<file path="src/rtl/fc_vec_loader.sv">
// fc_vec_loader: streams WIDTH-bit elements into a registered IN-wide vector,
// waits SETTLE cycles for the layer, then offers its result. Optional: FC_LOADER_LAST_EN.
module fc_vec_loader #(
  parameter int WIDTH  = 8,
  parameter int IN     = 128,
  parameter int SETTLE = 2,
  localparam int ZW    = WIDTH*2+$clog2(IN)
) (
  input  logic             clk,
  input  logic             rst,
  input  logic [WIDTH-1:0] s_data,
  input  logic             s_valid,
`ifdef FC_LOADER_LAST_EN
  input  logic             s_last,
`endif
  output logic             s_ready,
  output logic [WIDTH-1:0] x [0:IN-1],
  input  logic [ZW-1:0]    z_in,
  output logic [ZW-1:0]    m_data,
  output logic             m_valid,
  input  logic             m_ready
);

  localparam int IW = $clog2(IN);
  localparam logic [IW-1:0] LAST = IW'(IN-1);
  localparam logic [3:0] CEND = 4'(SETTLE-1);

  typedef enum logic [1:0] {FILL, WAIT, OUT} state_t;

  state_t        state, state_n;
  logic [IW-1:0] idx;
  logic [3:0]    cnt;
  logic          beat;
  logic          tail;
  logic          last_beat;
  logic          done;

  assign s_ready = (state == FILL) && !rst;
  assign beat    = s_valid && s_ready;

`ifdef FC_LOADER_LAST_EN
  assign tail = s_last && (idx != LAST);
`else
  assign tail = 1'b0;
`endif

  assign last_beat = beat && ((idx == LAST) || tail);
  assign done      = (state == WAIT) && (cnt == CEND);

  // state register
  always_ff @(posedge clk) begin
    if (rst) state <= FILL;
    else     state <= state_n;
  end

  // next-state logic
  always_comb begin
    state_n = state;
    unique case (state)
      FILL: if (last_beat) state_n = WAIT;
      WAIT: if (done) state_n = OUT;
      OUT:  if (m_ready) state_n = FILL;
      default: state_n = FILL;
    endcase
  end

  // element index and settle counter
  always_ff @(posedge clk) begin
    if (rst) begin
      idx <= '0;
      cnt <= '0;
    end else begin
      if (beat) idx <= last_beat ? '0 : idx + 1'b1;
      if (state == WAIT) cnt <= cnt + 1'b1;
      else               cnt <= '0;
    end
  end

  // vector write; a short frame clears the unwritten tail
  always_ff @(posedge clk) begin
    if (rst) begin
      for (int j = 0; j < IN; j++) x[j] <= '0;
    end else if (beat) begin
      for (int j = 0; j < IN; j++) begin
        if (IW'(j) == idx)               x[j] <= s_data;
        else if (tail && (IW'(j) > idx)) x[j] <= '0;
      end
    end
  end

  // result capture and output handshake
  always_ff @(posedge clk) begin
    if (rst) begin
      m_data  <= '0;
      m_valid <= 1'b0;
    end else if (done) begin
      m_data  <= z_in;
      m_valid <= 1'b1;
    end else if ((state == OUT) && m_ready) begin
      m_valid <= 1'b0;
    end
  end

endmodule

</file>
<file path="config.mk">
export PLATFORM = sky130hd
export DESIGN_NAME = fc_vec_loader
export DESIGN_NICKNAME = d
export VERILOG_FILES = /design/src/rtl/fc_vec_loader.sv
export SDC_FILE = /design/constraint.sdc
export NUM_CORES = 2
export LEC_CHECK = 0
export CAP_MARGIN = 30
export CORE_AREA = 3 3 415 417
export CTS_CLUSTER_SIZE = 40
export DETAILED_ROUTE_END_ITERATION = 10
export DIE_AREA = 0 0 418 420
export SKIP_LAST_GASP = 1
export SYNTH_ARGS = -nofsm -noshare
export SYNTH_HDL_FRONTEND = slang
export SYNTH_SLANG_ARGS = --single-unit
</file>
<file path="constraint.sdc">
create_clock -name clk -period 1.6 [get_ports clk]
set_input_delay 0.24 -clock clk [delete_from_list [all_inputs] [get_ports clk]]
set_output_delay 0.24 -clock clk [all_outputs]
set_load 0.01 [all_outputs]
</file>
# --- Yosys cells after proc, flatten, opt, wreduce, memory -nomap -nowiden ---
# Index checks and enable logic that the tools add are counted.
totals:
  register_bits: 1061
  word_cells: 416
  inputBits: 35
  output_inout_bits: 1049
classes:
  n_reduce_logical: 139
  eq_ne: 134
  mux: 7
  add_sub_neg: 2
  bitwise_logic: 1
ops:
  columns: ["operator", "n"]
  rows:
  - ["7-bit == test, first input constant", 64]
  - ["2-bit AND reduction", 128]
  - ["6-bit by 7-bit == test with 1-bit output, first input constant", 32]
  - ["5-bit by 7-bit == test with 1-bit output, first input constant", 16]
  - ["4-bit by 7-bit == test with 1-bit output, first input constant", 8]
  - ["3-bit by 7-bit == test with 1-bit output, first input constant", 4]
  - ["2-bit by 7-bit == test with 1-bit output, first input constant", 2]
  - ["7-bit by 1-bit adder with 7-bit output, second input constant", 1]
  - ["1-bit by 7-bit == test with 1-bit output, first input constant", 1]
  - ["7-bit == test, second input constant", 1]
  - ["7-bit zero test", 1]
  - ["7-bit 2-to-1 mux", 1]
  - ["2-bit 2-to-1 mux", 3]
  - ["2-bit inequality test, second input constant", 3]
  - ["2-bit one-hot mux with 3 select lines", 1]
  - ["1-bit logical AND", 5]
  - ["4-bit by 1-bit adder with 4-bit output, second input constant", 1]
  - ["4-bit by 1-bit == test with 1-bit output, second input constant", 1]
  - ["3-bit AND reduction", 1]
  - ["2-bit by 1-bit == test with 1-bit output, second input constant", 1]
  - ["2-bit == test, second input constant", 1]
  - ["2-bit zero test", 1]
  - ["1-bit 2-to-1 mux", 2]
  - ["2-bit nonzero test", 1]
  - ["other kinds (3)", 3]

# --- Longest topological paths before layout ---
logic_depth:
  depth_word: 6
  depth_mapped: 7
  depth_no_buf: 5

# --- Least setup slack after synthesis ---
# No wires, ideal clock.
synth_timing:
  path_type: "reg2reg"
  startpoint: "register idx[0]"
  endpoint: "register x[526] in the netlist's numbering"
  slack_ns: -0.170
  setup_time_ns: 0.132
  arrival_ns: 1.638
  stages_incl_launch_ff: 7
  synth_period_minus_slack_ns: 1.770
  n_path_buf: 2
  path_cell_list: "dfxtp_1 -> inv_1 -> ha_1 -> clkbuf_1 -> buf_2 -> nand4_2 -> mux2i_1"
synth_between:
  elab_chain_cells: 2
synth_rtl:
  columns: ["element", "line_no", "text"]
  rows:
  - ["from (decl)", "31", "logic [IW-1:0] idx;"]
  - ["from (signal assigned)", "73", "if (beat) idx <= last_beat ? '0 : idx + 1'b1;"]
  - ["6-bit by 7-bit == test with 1-bit output", "85", "if (IW'(j) == idx) x[j] <= s_data;"]
  - ["2-bit AND reduction (no source line)", null, null]
  - ["to (signal, indexed assignment)", "85", null]
  - ["to (decl)", "17", "output logic [WIDTH-1:0] x [0:IN-1],"]
# Every way passes these cells.
# A chain may end at the register's enable or synchronous reset.

# --- Worst setup path in the final report ---
layout_timing:
  startpoint: "register state[0]"
  endpoint: "register x[157] in the netlist's numbering"
layout_between:
  elab_chain_cells: 4
layout_rtl:
  columns: ["element", "line_no", "text"]
  rows:
  - ["from (decl)", "30", "state_t state, state_n;"]
  - ["from (signal assigned)", "53", "else state <= state_n;"]
  - ["2-bit zero test", "38", "assign s_ready = (state == FILL) && !rst;"]
  - ["1-bit logical AND", "38", null]
  - ["1-bit logical AND", "39", "assign beat = s_valid && s_ready;"]
  - ["2-bit AND reduction (no source line)", null, null]
# Every way passes these cells.

==> metrics.md <==
| Metric | Value |
|---|---|
| Status | `finished with violations` |
| Violated checks | `negative setup slack` |
| Initial core utilization | `0.236` |
| Async set or reset register ratio after synthesis | `0` |
| 1st-pass router iterations | `5` |
| Max-Cap Viols | `0` |
| Fill count | `17,300` |
| WL met2 | `92,000 µm` |
| Number of flops mapped to enable cells by yosys | `0` |
| Die area | `176,000 µm²` |
| Slew margin rel. | `0.491` |
| Slew @ Worst Pin | `0.763 ns` |
| Fin crit share | `1.16` |
| Yosys cell types | `41` |
| Commonest non-fill, non-tap cells in the layout | `1,031 x nand2_1, 1,024 x mux2i_1, 882 x dfxtp_1, 849 x buf_2, 172 x buf_4` |
| Worst-path clk slew | `0.06 ns` |
| Clk_lat worst skew | `0.76 ns` |
| Vias in the first global route | `32,000` |
| Slack of the worst reg-to-reg path | `-0.25 ns` |
| Residual DRC | `0` |
| Slowest-stage cell, CP | `dfxtp_2` |
| Area growth syn-to-layout | `43.5%` |
| GP Congestion | `0.918` |
| Hold Crit Depth | `3` |
| CTS tree | `done` |
| Cts bufs inserted | `116` |
| Worst EP arrival | `2.48 ns` |
| Die Ht | `420 µm` |
| CP Capture Type | `register` |
| Routed Antenna Nets | `0` |
| Num rows | `151` |
| Hpwl dp | `134,000 µm` |
| Placeable Area | `169,000 µm²` |
| Top Metal Used | `met4` |
| CTS Root Cell | `clkbuf_16` |
| Crit Path Category | `register to register` |
| Reg2reg path depth | `6` |
| Metal3 WL | `10,300 µm` |
| Post-Synthesis Cells | `3,694` |
| #FFs+latches synth | `1,061` |
| Reg2Reg Capture Point | `x[157]` |
| Ordered list of cells on the worst path | `nor4b_4 -> buf_6 -> clkbuf_16 -> buf_16 -> nand4_4 -> mux2i_1` |
| Vias per cell | `4.48` |
| FF-to-FF Start | `state[0]` |
| Final Util | `0.339` |
| Final WS setup | `-0.254 ns` |
| Largest net degree at the start of global routing | `158` |
| Worst Hold End | `m_data[12]` |
| Post-synth net total | `3,735` |
| Largest stage delay, worst path | `0.34 ns` |
| VDD IR-drop max | `0.000973 V` |
| Initial antenna violation count | `5` |
| Seq/Total Area, Yosys | `0.532` |
| Minimum clock period | `1.85 ns` |
| GR Overflow Total | `0` |
| Final WL | `184,000 µm` |
| Vias | `32,500` |
| Setup crit start kind | `register` |
| RSZ-0062 raised after global routing | `yes` |
| Commonest non-fill, non-tap cell in the layout | `nand2_1` |
| Met1 wire length | `75,500 µm` |
| DRT iter0 DRCs | `2,054` |
| Synth Flop Type | `dfxtp_1` |
| Layout Skew | `0.0315 ns` |
| CP max FO | `11` |
| Fraction of layout instances using a drive strength above 1 | `0.352` |
| H-tree depth | `3` |
| Port buffer count | `1,083` |
| Gr usage total | `0.199` |
| PD cells | `1010 nW/µm²` |
| Mapped cell area | `39,900 µm²` |
| Fin. max-slew vios | `0` |
| Setup violators final | `1,036` |
| Fin Hold WS | `0.116 ns` |
| Clk buf depth | `3` |
| Required time of the critical path | `2.23 ns` |
| Avg Cell Area, Syn | `10.8 µm²` |
| First-pass GRT wire length | `252,000 µm` |
| HP Start | `z_in[12]` |
| Synth Warn # | `0` |
| Fin. Hold Viols | `0` |
| Die Wd | `418 µm` |
| Routed wire length per instance | `25.4 µm` |
| # clock sinks | `1,061` |
| I/O pin count | `1,084` |
| Fmax | `0.539 GHz` |
| Leak pwr | `31.7 nW` |
| Final nets | `4,967` |
| Type of the tightest min-delay check | `input port to register` |
==> where the power goes <==
group / internal (mW) / switching (mW) / total (mW)
logic: 1.08 / 2.21 / 3.29
registers: 26.4 / 0.0163 / 26.4
clock network: 16.4 / 11.9 / 28.3
total: 43.9 / 14.2 / 58.0
==> per-stage QoR <==
step | std cells | setup WS (ns) | cell area (µm²) | power (mW) | setup TNS [ns]
finish | 7248 | -0.254 | 57300 | 58.0 | -172.60
global route | 7246 | -0.319 | 57300 | 59.9 | -259.80
CTS | 7232 | -0.288 | 57000 | 58.7 | -225.59
detailed placement | 7002 | -0.735 | 57000 | 30.3 | -661.26
global placement | 7002 | -0.722 | 57000 | 30.3 | -633.70
floorplan | 3694 | -0.134 | 40400 | 28.4 | -26.40
==> final cells by class <==
class | count | area [µm²] | share of cell area
Clock inverter | 48 | 638 | 0.0111
Clock buffer | 168 | 3390 | 0.0591
Inverter | 13 | 57.6 | 0.00100
Tap cell | 2218 | 2780 | 0.0484
Timing Repair Buffer | 1412 | 11100 | 0.194
Antenna cell | 6 | 15.0 | 0.000262
Multi-Input combinational cell | 2322 | 17800 | 0.311
Sequential cell | 1061 | 21500 | 0.375
==> how the worst max path moves through the flow <==
stage                         from       to  slack [ns]
after floorplan             idx[4]   x[989]       -0.13
after global routing      state[0]   x[154]       -0.32
final                     state[0]   x[157]       -0.25
after detailed placement   s_valid   x[227]       -0.74
after CTS                 state[0]  s_ready       -0.29
after global placement     s_valid    x[19]       -0.72
==> Yosys cell counts, types with 3 or more instances <==
| master | n | area share |
|---|---|---|
| nand2_1 | 1039 | 0.098 |
| clkbuf_1 | 232 | 0.022 |
| nor2_1 | 6 | 0.00056 |
| nor2b_1 | 3 | 0.00047 |
| a21oi_1 | 30 | 0.0038 |
| clkinv_1 | 3 | 0.00028 |
| nand4_2 | 43 | 0.013 |
| mux2i_1 | 1024 | 0.26 |
| inv_1 | 9 | 0.00085 |
| nor3b_1 | 4 | 0.00075 |
| buf_2 | 27 | 0.0034 |
| o31ai_1 | 4 | 0.00075 |
| nand3_1 | 28 | 0.0035 |
| dfxtp_1 | 1061 | 0.53 |
| buf_4 | 24 | 0.0045 |
| and3b_1 | 3 | 0.00066 |
| or3_1 | 3 | 0.00047 |
| buf_6 | 11 | 0.0031 |
| ha_1 | 6 | 0.0019 |
| o21ai_0 | 26 | 0.0033 |
| nand4_4 | 84 | 0.045 |
==> worst max-delay path: cells and delay by family, from the launching register on <==
kind | cells | cell delay [ns]
buffers and inverters | 3 | 0.61
and+or+nand+nor | 2 | 0.54
muxes | 1 | 0.20
DFF | 1 | 0.34
==> logic make-up after synthesis <==
kind of cell             synth area share
AND/OR/NAND/NOR                     0.165
flip-flops                          0.532
multiplexers                        0.257
buffers and inverters              0.0349
AO/OA/AOI/OAI                     0.00862
adder cells (fa/ha/maj)           0.00188
XOR/XNOR                         0.000439
==> timing repair <==
action | in CTS | in global routing
gates resized for setup | 4061 | 31
setup endpoints to repair | 2079 | 1201
pin swaps | 3 | 10
hold endpoints to repair | 5 | 0
setup buffers | 9 | 7
hold buffers | 4 | 0
cloned | 1 | 3
==> per-layer routing <==
| metal | vias up | global-route usage |
|---|---|---|
| met3 | 268 | 0.0450 |
| met4 | 0 | 0.0700 |
| li1 | 14900 | - |
| met1 | 16200 | 0.240 |
| met5 | - | 0 |
| met2 | 1011 | 0.347 |
==> flip-flops by register name, summed over array words and instances (netlist names) <==
register  count
x          1024
cnt           4
idx           7
m_valid       1
m_data       23
state         2
Note: power is estimated with default switching activity, not from simulation.
